File: src/rtl/snake_hs_pkg.sv
// Shared definitions for the snake high-score path: controller states,
// score width default and the scroll-timer step size.
package snake_hs_pkg;

  typedef enum logic [2:0] {
    IDLE,
    COMPARE,
    COMMIT,
    SCROLL,
    HOLD
  } hs_state_e;

  localparam int unsigned SCORE_W_DEF = 16;

  // Increment the decimal scroll timer adds on each of its step counts.
  localparam int unsigned SCROLL_STEP = 100000;

  // Clamp a raw scroll-timer value to the scroll limit.
  function automatic logic [31:0] sat_scroll(input logic [31:0] val,
                                             input logic [31:0] lim);
    return (val >= lim) ? lim : val;
  endfunction

endpackage

File: src/rtl/hs_hold_counter.sv
// Frame-tick counter for the banner hold phase. Counts ticks while enabled
// and flags the tick that completes HOLD_FRAMES. It then restarts from zero,
// so it never wraps past HOLD_FRAMES.
module hs_hold_counter #(
  parameter int unsigned HOLD_FRAMES = 120
) (
  input  logic i_clk,
  input  logic i_rst_n,
  input  logic i_clr,
  input  logic i_tick,
  output logic o_done
);

  localparam int unsigned CNT_W = $clog2(HOLD_FRAMES + 1);
  localparam logic [CNT_W-1:0] LAST = CNT_W'(HOLD_FRAMES - 1);

  logic [CNT_W-1:0] r_hold_cnt;

  assign o_done = i_tick && (r_hold_cnt == LAST);

  // Count ticks, restarting on clear or when the final tick arrives.
  always_ff @(posedge i_clk or negedge i_rst_n) begin
    if (!i_rst_n) begin
      r_hold_cnt <= '0;
    end else if (i_clr || o_done) begin
      r_hold_cnt <= '0;
    end else if (i_tick) begin
      r_hold_cnt <= r_hold_cnt + CNT_W'(1);
    end
  end

endmodule

File: src/rtl/highscore_ctrl.sv
// Game-over sequencer for the high-score path.
// Sequence: capture score, compare it with the record, commit a new record,
// drive the scroll timer for the banner, hold the banner for a number of
// frames, then release the timer. Clear requests that arrive while busy are
// deferred to the first idle cycle. Game-overs that arrive while busy are
// ignored and latched as a sticky overrun.
module highscore_ctrl
  import snake_hs_pkg::*;
#(
  parameter int unsigned SCORE_W      = SCORE_W_DEF,
  parameter logic [31:0] SCROLL_LIMIT = 32'd400000,
  parameter int unsigned HOLD_FRAMES  = 120
) (
  input  logic               clk,
  input  logic               rst,
  input  logic               game_over,
  input  logic [SCORE_W-1:0] score,
  input  logic               clear_hs,
  input  logic               frame_tick,
  input  logic [31:0]        shift_val,
  output logic               timer_en,
  output logic [31:0]        scroll_pos,
  output logic [SCORE_W-1:0] high_score,
  output logic               new_record,
  output logic               show_banner,
  output logic               busy,
  output logic               overrun
);

  hs_state_e          r_state;
  logic [SCORE_W-1:0] r_score_q;
  logic [SCORE_W-1:0] r_high_score;
  logic [31:0]        r_scroll_pos;
  logic               r_new_record;
  logic               r_overrun;
  logic               r_clr_pend;
  logic               r_timer_en;
  logic               r_show_banner;
  logic               r_busy;

  logic               w_hold_tick;
  logic               w_hold_clr;
  logic               w_hold_done;

  assign w_hold_tick = frame_tick && (r_state == HOLD);
  assign w_hold_clr  = (r_state != HOLD);

  hs_hold_counter #(
    .HOLD_FRAMES(HOLD_FRAMES)
  ) u_hold_counter (
    .i_clk   (clk),
    .i_rst_n (rst),
    .i_clr   (w_hold_clr),
    .i_tick  (w_hold_tick),
    .o_done  (w_hold_done)
  );

  // Sequencer state plus every registered output, updated together on each edge.
  always_ff @(posedge clk or negedge rst) begin
    if (!rst) begin
      r_state       <= IDLE;
      r_score_q     <= '0;
      r_high_score  <= '0;
      r_scroll_pos  <= '0;
      r_new_record  <= 1'b0;
      r_overrun     <= 1'b0;
      r_clr_pend    <= 1'b0;
      r_timer_en    <= 1'b0;
      r_show_banner <= 1'b0;
      r_busy        <= 1'b0;
    end else begin
      if (r_state != IDLE) begin
        if (game_over) begin
          r_overrun <= 1'b1;
        end
        if (clear_hs) begin
          r_clr_pend <= 1'b1;
        end
      end

      case (r_state)
        IDLE: begin
          if (clear_hs || r_clr_pend) begin
            r_high_score <= '0;
            r_clr_pend   <= 1'b0;
          end
          if (game_over) begin
            r_score_q    <= score;
            r_new_record <= 1'b0;
            r_busy       <= 1'b1;
            r_state      <= COMPARE;
          end
        end

        COMPARE: begin
          if (r_score_q > r_high_score) begin
            r_state <= COMMIT;
          end else begin
            r_timer_en    <= 1'b1;
            r_show_banner <= 1'b1;
            r_state       <= SCROLL;
          end
        end

        COMMIT: begin
          r_high_score  <= r_score_q;
          r_new_record  <= 1'b1;
          r_timer_en    <= 1'b1;
          r_show_banner <= 1'b1;
          r_state       <= SCROLL;
        end

        SCROLL: begin
          r_scroll_pos <= sat_scroll(shift_val, SCROLL_LIMIT);
          if (shift_val >= SCROLL_LIMIT) begin
            r_state <= HOLD;
          end
        end

        HOLD: begin
          if (w_hold_done) begin
            r_scroll_pos  <= '0;
            r_timer_en    <= 1'b0;
            r_show_banner <= 1'b0;
            r_busy        <= 1'b0;
            r_state       <= IDLE;
          end else begin
            r_scroll_pos <= SCROLL_LIMIT;
          end
        end

        default: begin
          r_state <= IDLE;
        end
      endcase
    end
  end

  assign timer_en    = r_timer_en;
  assign scroll_pos  = r_scroll_pos;
  assign high_score  = r_high_score;
  assign new_record  = r_new_record;
  assign show_banner = r_show_banner;
  assign busy        = r_busy;
  assign overrun     = r_overrun;

endmodule
File: config.mk
export PLATFORM = sky130hd
export DESIGN_NAME = highscore_ctrl
export DESIGN_NICKNAME = d
export VERILOG_FILES = /design/src/rtl/snake_hs_pkg.sv /design/src/rtl/hs_hold_counter.sv /design/src/rtl/highscore_ctrl.sv
export SDC_FILE = /design/constraint.sdc
export NUM_CORES = 1
export LEC_CHECK = 0
export CORE_MARGIN = 1
export CORE_UTILIZATION = 40
export CTS_BUF_LIST = sky130_fd_sc_hd__clkbuf_8
export DETAILED_ROUTE_END_ITERATION = 6
export PLACE_DENSITY = 0.73
export SKIP_CTS_REPAIR_TIMING = 1
export SYNTH_ARGS = -nofsm -noshare
export SYNTH_HDL_FRONTEND = slang
export SYNTH_SLANG_ARGS = --single-unit
File: constraint.sdc
create_clock -name clk -period 2.04 [get_ports clk]
set_clock_uncertainty 0.15 [all_clocks]
set_input_delay 0.306 -clock clk [delete_from_list [all_inputs] [get_ports clk]]
set_output_delay 0.306 -clock clk [all_outputs]
set_load 0.005 [all_outputs]
# Word level (Yosys, flattened, before mapping)
# Cells that the tools add are included.
[classes]
add_sub_neg = 1
multipliers = 0
div_mod_pow = 0
n_lt_le_gt_ge = 2
n_eq_ne = 11
shift = 0
mux = 23
bitwise_logic = 0
reduce_logical = 18
[ops]
columns = ["cell", "count"]
rows = [
  ["$pmux 32 s2", 1],
  ["$ge 32x19->1 const B", 1],
  ["$mux 32", 1],
  ["$pmux 16 s2", 1],
  ["$mux 19", 1],
  ["$gt 16x16->1", 1],
  ["$mux 16", 1],
  ["$pmux 3 s5", 1],
  ["$mux 7", 2],
  ["$mux 1", 9],
  ["$mux 3", 3],
  ["$reduce_and 3->1", 3],
  ["$ne 2x2->1 const B", 4],
  ["$reduce_and 2->1", 4],
  ["$reduce_bool 2->1", 4],
  ["$add 7x1->7 const B", 1],
  ["$eq 7x7->1 const B", 1],
  ["$eq 3x2->1 const B", 2],
  ["$reduce_bool 3->1", 2],
  ["$pmux 1 s2", 2],
  ["$eq 3x1->1 const B", 1],
  ["$eq 3x3->1 const B", 1],
  ["$logic_not 3->1", 1],
  ["$ne 3x3->1 const B", 1],
  ["other kinds (4)", 6],
]
[word_totals]
regBits = 79
latchBits = 0
ramBits = 0
romBits = 0
inputBits = 53
word_cells = 65
memories = 0

# Depth between registers and ports, before layout
# Gate-level depths: netlist (run 1).
[logic_depth]
ltp_word = 5
mapped_depth = 7
mapped_depth_nobuf = 7

# Hierarchy
# Synthesis (run 1) repeated with hierarchy kept, for this count alone.
[hier_totals]
hier_cells = 307
hier_area_um2 = 3613.5
[modules_own_cells]
columns = ["mod", "n_inst", "cells_per_inst", "area_per_inst_um2", "seq_area_each_um2"]
rows = [
  ["highscore_ctrl", 1, 267, 3229.3, 1801.7],
  ["hs_hold_counter", 1, 40, 384.1, 175.2],
]

# Least setup slack after synthesis (run 1)
# OpenSTA, ideal clock, no wires.
[synth_timing]
path_kind = "register to register"
from = "reg r_high_score[14] (netlist: high_score[14])"
to = "reg r_state[0]"
setup_time_ps = 94
arrival_ps = 1990
required_time_ps = 1796
setup_slack_ps = -194
path_stages_with_launch = 8
n_path_buf = 0
synth_period_minus_slack_ps = 2234
cell_sequence = "dfrtp_1 inv_1 ha_1 nand4_1 or4_4 o41ai_2 a31oi_1 a221oi_2"
[synth_via]
elab_chain_len = 3
[synth_rtl]
columns = ["item", "line", "rtl"]
rows = [
  ["start: declaration", "highscore_ctrl.sv:32", "logic [SCORE_W-1:0] r_high_score;"],
  ["start signal: assignment", "highscore_ctrl.sv:106", "r_high_score <= r_score_q;"],
  ["$gt 16x16->1", "highscore_ctrl.sv:96", "if (r_score_q > r_high_score) begin"],
  ["$mux 1", "highscore_ctrl.sv:96", ""],
  ["$pmux 3 s5", "highscore_ctrl.sv:81", "case (r_state)"],
  ["end signal: assignment", "highscore_ctrl.sv:91", "r_state <= COMPARE;"],
  ["end signal: assignment", "highscore_ctrl.sv:97", "r_state <= COMMIT;"],
  ["end signal: assignment", "highscore_ctrl.sv:101", "r_state <= SCROLL;"],
  ["end: declaration", "highscore_ctrl.sv:30", "hs_state_e r_state;"],
]
# No other way between the ends.
# A chain may end at the register's enable or synchronous reset.

# Final worst setup path (run 1)
[layout_timing]
from = "reg r_score_q[14]"
to = "reg r_show_banner (netlist: show_banner)"
[layout_via]
elab_chain_len = 3
[layout_rtl]
columns = ["item", "line", "rtl"]
rows = [
  ["start: declaration", "highscore_ctrl.sv:31", "logic [SCORE_W-1:0] r_score_q;"],
  ["start signal: assignment", "highscore_ctrl.sv:88", "r_score_q <= score;"],
  ["$gt 16x16->1", "highscore_ctrl.sv:96", ""],
  ["$ne 2x2->1 (no source line)", "-", ""],
  ["$reduce_and 3->1 (no source line)", "-", ""],
  ["end signal: assignment", "highscore_ctrl.sv:100", "r_show_banner <= 1'b1;"],
  ["end signal: assignment", "highscore_ctrl.sv:109", "r_show_banner <= 1'b1;"],
  ["end signal: assignment", "highscore_ctrl.sv:124", "r_show_banner <= 1'b0;"],
  ["end: declaration", "highscore_ctrl.sv:38", "logic r_show_banner;"],
]
# No other way between the ends.

==> impl_metrics.yaml, run 1 <==
run_status:
  status: "finished with violations"
  violations: "negative setup slack"
pwr:
  switching_power_mw: 1.90
  power-per-cell-area_nw_per_um2: 1090
  swShare_pct: 33.5
  intPower_mw: 3.77
  pwr-share-clk_pct: 20.0
  seqPwrFrac_pct: 37.9
  combPwrFrac_pct: 42.1
  p_leak_nw: 2.35
  irDropWorstVdd_mv: 0.598
synthesis:
  yosysWarnings: 0
  synth_cell_types: 49
  syn_avg_cell_area_sq_um: 11.9
  ys_ff_latch: 79
  seq_area_frac_synth_pct: 56.3
  syn-instance-count: 295
  synth-edff-count: 0
  async_flop_share_pct: 100
  ys.flop_type: "dfrtp_1"
  syn-cell-area_sq_um: 3510
  synth_nets: 365
grt:
  grt_start_max_net_pins: 38
  track_usage_pct: 19.7
  grt_pass1_wl_um: 13700
  grt_overflow: 0
  antenna_found_initial: 0
  first_global_vias: 2876
layout:
  diodes: 0
  finish.instance_area_sq_um: 5210
  area_growth_pct: 48.4
  final_util_pct: 62.4
  drive_gt1_share_pct: 18.1
  layout.nets: 508
route:
  drc: 0
  viasPerCell: 5.22
  antenna_left: 0
  dr_total_vias: 2863
  drt_first_pass_iters: 6
  drt-total-wl_um: 8420
  drt_iter0_markers: 97
  wl_per_cell_um: 15.4
cts:
  insertion_delay_ns: 0.35
  cts_root_buf: "clkbuf_8"
  cts_tree: "done"
  clock-sinks: 79
  cts-htree-levels: 3
  clk_pin_slew_ns: 0.08
  numCtsBuffers: 9
  cts_buffer_depth: 2
setup_path:
  crit_start: "r_score_q[14]$_DFFE_PN0P_"
  cp-end-kind: "flop"
  critPathKind: "flop to flop"
  reg2regPathDepth: 7
  cp.arrival_ns: 2.32
  critPathMaxFanout: 2
  regToRegEndpoint: "show_banner$_DFFE_PN0P_"
  crit_path_start_kind: "flop"
  required_ns: 2.13
  reg2reg_slack_ns: -0.18
  rr_startpoint: "r_score_q[14]$_DFFE_PN0P_"
  crit_path_end: "show_banner$_DFFE_PN0P_"
die:
  die_y_um: 95.7
  row_count: 33
  core_sq_um: 8340
  initial_core_util_pct: 42.1
  die_w_um: 95.7
  die_area_sq_um: 9150
  ios: 106
sta:
  tightestPinTransition_ns: 0.842
  setup_viol_count_final: 5
  hold_viol_final: 0
  max_freq_mhz: 450
  fin_setup_tns_ns: -0.332
  slew_headroom_pct: 43.8
  finalCritPeriodShare_pct: 109
  timing.hold.ws_ns: 0.258
  slew_violations: 0
  timing.final.ws_setup_ns: -0.183
  period_minus_slack_ns: 2.22
  rsz0062_at_grt: "yes"
min_path:
  hp-class: "input port to async pin"
run:
  maxCapViolations: 0
place:
  placed_area_sq_um: 4960
  gp_routability_congestion: 0.863
  io_buffers: 105
  dpl_worst_slack_ns: -0.260
  hpwl_um: 6060
logic make-up after synthesis:
logic type / synth area share (%)
and+or+nand+nor: 11.9
xor gates and xnor gates: 0.499
DFF: 56.3
muxes: 5.14
AOI/OAI and AO/OA: 15.7
adders and majority gates: 6.06
buffers and inverters: 4.35
through the flow:
stage | total power, mW | std cells
final | 5.67 | 548
after global routing | 6.07 | 548
after CTS | 5.62 | 547
after detailed placement | 4.47 | 531
after global placement | 4.39 | 531
after floorplan | 3.36 | 295
worst min path at each step:
| stage | slack, ns | cells past startpoint | to |
|---|---|---|---|
| 3_5_place_dp | 0.09 | 1 | new_record$_DFFE_PN0P_ |
| 2_1_floorplan | -0.14 | 0 | busy$_DFFE_PN0P_ |
| 6_report | 0.26 | 2 | new_record$_DFFE_PN0P_ |
| 4_1_cts | -0.29 | 1 | new_record$_DFFE_PN0P_ |
| 3_3_place_gp | 0.09 | 1 | new_record$_DFFE_PN0P_ |
| 5_1_grt | 0.28 | 2 | new_record$_DFFE_PN0P_ |
sequential cells by signal (all words and copies together), names as in the netlist:
name                       count
scroll_pos                    32
busy                           1
new_record                     1
r_state                        3
show_banner                    1
overrun                        1
u_hold_counter.r_hold_cnt      7
r_clr_pend                     1
high_score                    16
r_score_q                     16
layout by cell type, fill, tap and decap left out, types with 5 or more instances in the layout:
cell type and n:
inv_1 22, a21oi_1 11, a22o_1 29, buf_4 41
nand2_1 16, and3_1 13, ha_1 15, mux2_2 12
clkdlybuf4s50_1 104, dfrtp_1 79, clkbuf_8 9, nand3_1 6
nor2_1 9, nor3_1 5, o21ai_0 8
layer usage:
metal  GRT usage, %  wire (um)  vias to the layer above
met3           4.94        398                        8
met1           26.0       3810                     1430
li1               -          -                     1359
met2           31.7       4120                       66
met4           6.84         91                        0
met5              0          0                        -
power groups by stage:
stage	registers, mW	clock network [mW]	logic [mW]
2_1_floorplan	2.12	0	1.24
3_3_place_gp	2.15	0	2.24
3_5_place_dp	2.16	0	2.31
4_1_cts	2.13	1.16	2.32
5_1_grt	2.19	1.23	2.66
6_report	2.15	1.13	2.39
critical path, cell delays in order (launching register included):
cell	delay (ns)
dfrtp_1	0.42
ha_4	0.25
buf_4	0.13
a21oi_1	0.12
a21boi_0	0.09
a2111oi_1	0.51
a31oi_2	0.19
o31ai_1	0.25
cell usage after synthesis, types with 2 or more instances:
cell	count	area share (%)
nor2b_1	2	0.36
nand4_1	4	0.71
ha_1	17	6.1
a31oi_1	2	0.36
o22ai_1	2	0.36
a22o_1	29	7.2
a21oi_1	12	1.7
and3_1	13	2.3
nor2_1	9	0.96
buf_2	5	0.71
nand3_1	6	0.86
and2_1	2	0.36
or3_1	3	0.54
nand2b_1	2	0.36
dfrtp_1	79	56
o21bai_1	3	0.64
a311oi_1	2	0.50
nand2_1	17	1.8
nor3_1	5	0.71
mux2_1	4	1.3
o221a_1	4	1.3
o21ai_0	8	1.1
clkbuf_1	9	0.96
mux2_2	12	3.9
inv_1	20	2.1
cell type report:
type                            instances  area (sq um)
Clock inverter                          7          66.3
Clock buffer                            9           124
Sequential cell                        79          1980
Timing Repair Buffer                  148          1400
Multi-Input combinational cell        180          1440
Fill cell                             656          3130
Tap cell                              105           131
Inverter                               20          75.1
(Power assumes the default switching activity.)
==> inputs of run 2 (changes only) <==
- PLACE_DENSITY: 0.73 -> 0.69
- SYNTH_HIERARCHICAL: default -> 1
- clock period: 2.04 -> 2.8 ns (I/O delays scaled with it)
==> run 2 against run 1 <==
The flow now finishes without violations. Total power fell by 26%. Sequential power fell by 23%. Flip-flop and latch count did not move. Critical path type unchanged. Largest cell class unchanged.
==> impl_metrics.yaml, run 2 <==
sta:
  fin_setup_tns_ns: 0
  rsz0062_at_grt: "no"
  timing.final.ws_setup_ns: 0.490
  slew_headroom_pct: 55.4
  period_minus_slack_ns: 2.31
  hold_viol_final: 0
  finalCritPeriodShare_pct: 82.5
  tightestPinTransition_ns: 0.669
  slew_violations: 0
  max_freq_mhz: 433
  setup_viol_count_final: 0
layout:
  nFillCells: 719
  largest_reg_flops: 32
  drive_gt1_share_pct: 12.3
  layout_commonest_cell: "clkdlybuf4s50_1"
  final_cells: 531
  area_growth_pct: 38.7
  diodes: 0
  layout.nets: 489
  mostFrequentLayoutCells: "clkdlybuf4s50_1 (104), dfrtp_1 (79), a22o_1 (29), inv_1 (21), ha_1 (17)"
route:
  viasPerCell: 5.14
  drc: 0
  drt-total-wl_um: 8110
  drt_iter0_markers: 112
  dr_total_vias: 2730
  antenna_left: 0
  drt_first_pass_iters: 4
  wl_per_cell_um: 15.3
synthesis:
  yosys-top-cells-area: "dfrtp_1 (55%), a22o_1 (7.0%), ha_1 (5.9%), mux2_2 (4.7%), and2_1 (2.6%)"
  syn-cell-area_sq_um: 3610
  ys.flop_type: "dfrtp_1"
  netlist.area_leader.share_pct: 54.7
  syn-instance-count: 307
  seq_area_frac_synth_pct: 54.7
  ys_ff_latch: 79
  synth_cell_types: 48
  synth.most_common_cell: "dfrtp_1"
  async_flop_share_pct: 100
  yosys.area.top_type: "dfrtp_1"
  yosysWarnings: 6
  synth_common_cells: "dfrtp_1 (79), a22o_1 (29), inv_1 (21)"
  synth-edff-count: 0
  syn_avg_cell_area_sq_um: 11.8
  synth_nets: 377
place:
  hpwl_um: 5930
  dp_cells: 515
  gp_routability_congestion: 0.780
  dpl_worst_slack_ns: 0.283
  io_buffers: 105
min_path:
  holdCritStartpoint: "scroll_pos[30]$_DFFE_PN0P_"
  hp-class: "flop to flop"
pwr:
  power-per-cell-area_nw_per_um2: 841
  p_leak_nw: 2.16
  irDropWorstVdd_mv: 0.411
run_status:
  status: "finished clean"
die:
  die_area_sq_um: 9420
  initial_core_util_pct: 41.4
  die_w_um: 97.0
  core_sq_um: 8720
  ios: 106
  die_y_um: 97.0
  row_count: 34
setup_path:
  cp-end-kind: "flop"
  worstPathCellList: "nor2_1, and3_1, nand3_1, nor3_2, nand3_1, nand2b_1, o21ai_0"
  cp_slowest_cell: "dfrtp_1"
  critPathMaxFanout: 10
  critPathKind: "flop to flop"
  required_ns: 2.86
  slowest_delay_ns: 0.49
  critPathBufInv: 0
  crit_path_start_kind: "flop"
  crit_start: "r_state[1]$_DFFE_PN0P_"
  critPathTopFamily: "simple AND/OR/NAND/NOR gates"
  cp.arrival_ns: 2.37
  cpMostUsedCell: "nand3_1"
  rr_startpoint: "r_state[1]$_DFFE_PN0P_"
cts:
  cts-htree-levels: 3
  cts_root_buf: "clkbuf_8"
  cts_buffer_depth: 2
  cts_tree: "done"
  numCtsBuffers: 9
  insertion_delay_ns: 0.34
  clock-sinks: 79
  clk_pin_slew_ns: 0.07
grt:
  track_usage_pct: 18.2
  grt_start_max_net_pins: 44
  antenna_found_initial: 0
  grt_pass1_wl_um: 13700
  met2_usage_pct: 28.1
  top_usage_layer: "met2"
  gr-usage-met3_pct: 4.05
  grt.met1_usage_pct: 25.0
  grt_overflow: 0
  first_global_vias: 2785
run:
  maxCapViolations: 0
## run 2: cell count changes after synthesis, moves of 4 or more
cell	change
and2_1	+13
and3_1	-12
clkbuf_1	-6
mux2_1	-4
nor3_1	+8
o21ai_0	+4
o221a_1	-4
## run 2: cell families (layout without fill, tap and decap cells)
family	Yosys count	in the layout	share of synthesized area (%)
simple gates	85	85	14.0
xor+xnor	3	3	0.727
buf+inv	35	151	4.85
mux	16	16	4.95
fa+ha+maj	17	17	5.89
flops	79	79	54.7
compound gates	72	72	14.9
## run 2: layer usage
metal	part of all wire [%]	vias to the layer above	routed length (um)
li1	-	1326	-
met1	48	1340	3870
met2	47	54	3820
met3	4.0	10	323
met4	1.3	0	108
met5	0	-	0
## run 2: power by group
group	total, mW	internal [mW]	switching [mW]	leakage (nW)
clock	0.967	0.569	0.398	0.118
combinational	1.59	0.844	0.743	1.03
sequential	1.66	1.42	0.236	1.02
## run 2: worst paths after layout
check                           cells past startpoint                    endpoint  slack (ns)
worst max-delay path                                7  scroll_pos[18]$_DFFE_PN0P_        0.49
worst min-delay path                                1  scroll_pos[30]$_DFFE_PN0P_        0.33
worst max register to register                      7  scroll_pos[18]$_DFFE_PN0P_        0.49
worst min register to register                      1  scroll_pos[30]$_DFFE_PN0P_        0.33
max in group asynchronous                           3   high_score[9]$_DFFE_PN0P_        1.38
min in group asynchronous                           2    r_score_q[4]$_DFFE_PN0P_        0.44
## run 2: stage by stage
stage	hold WS, ns	cell area [sq um]	util (%)	power, mW
after floorplan	-0.0256	3610	-	2.64
after global placement	0.285	4770	54.7	3.22
after detailed placement	0.290	4770	54.7	3.28
after CTS	-0.0832	5000	57.4	4.26
after global routing	0.357	5010	57.5	4.51
final	0.333	5010	57.5	4.22
## run 2: final cells by class
type                            instances  area [sq um]  area share [%]
Clock buffer                           12           165            3.30
Inverter                               21          78.8            1.57
Multi-Input combinational cell        193          1470            29.2
Tap cell                              108           135            2.70
Clock inverter                          3          65.1            1.30
Sequential cell                        79          1980            39.4
Timing Repair Buffer                  115          1130            22.5
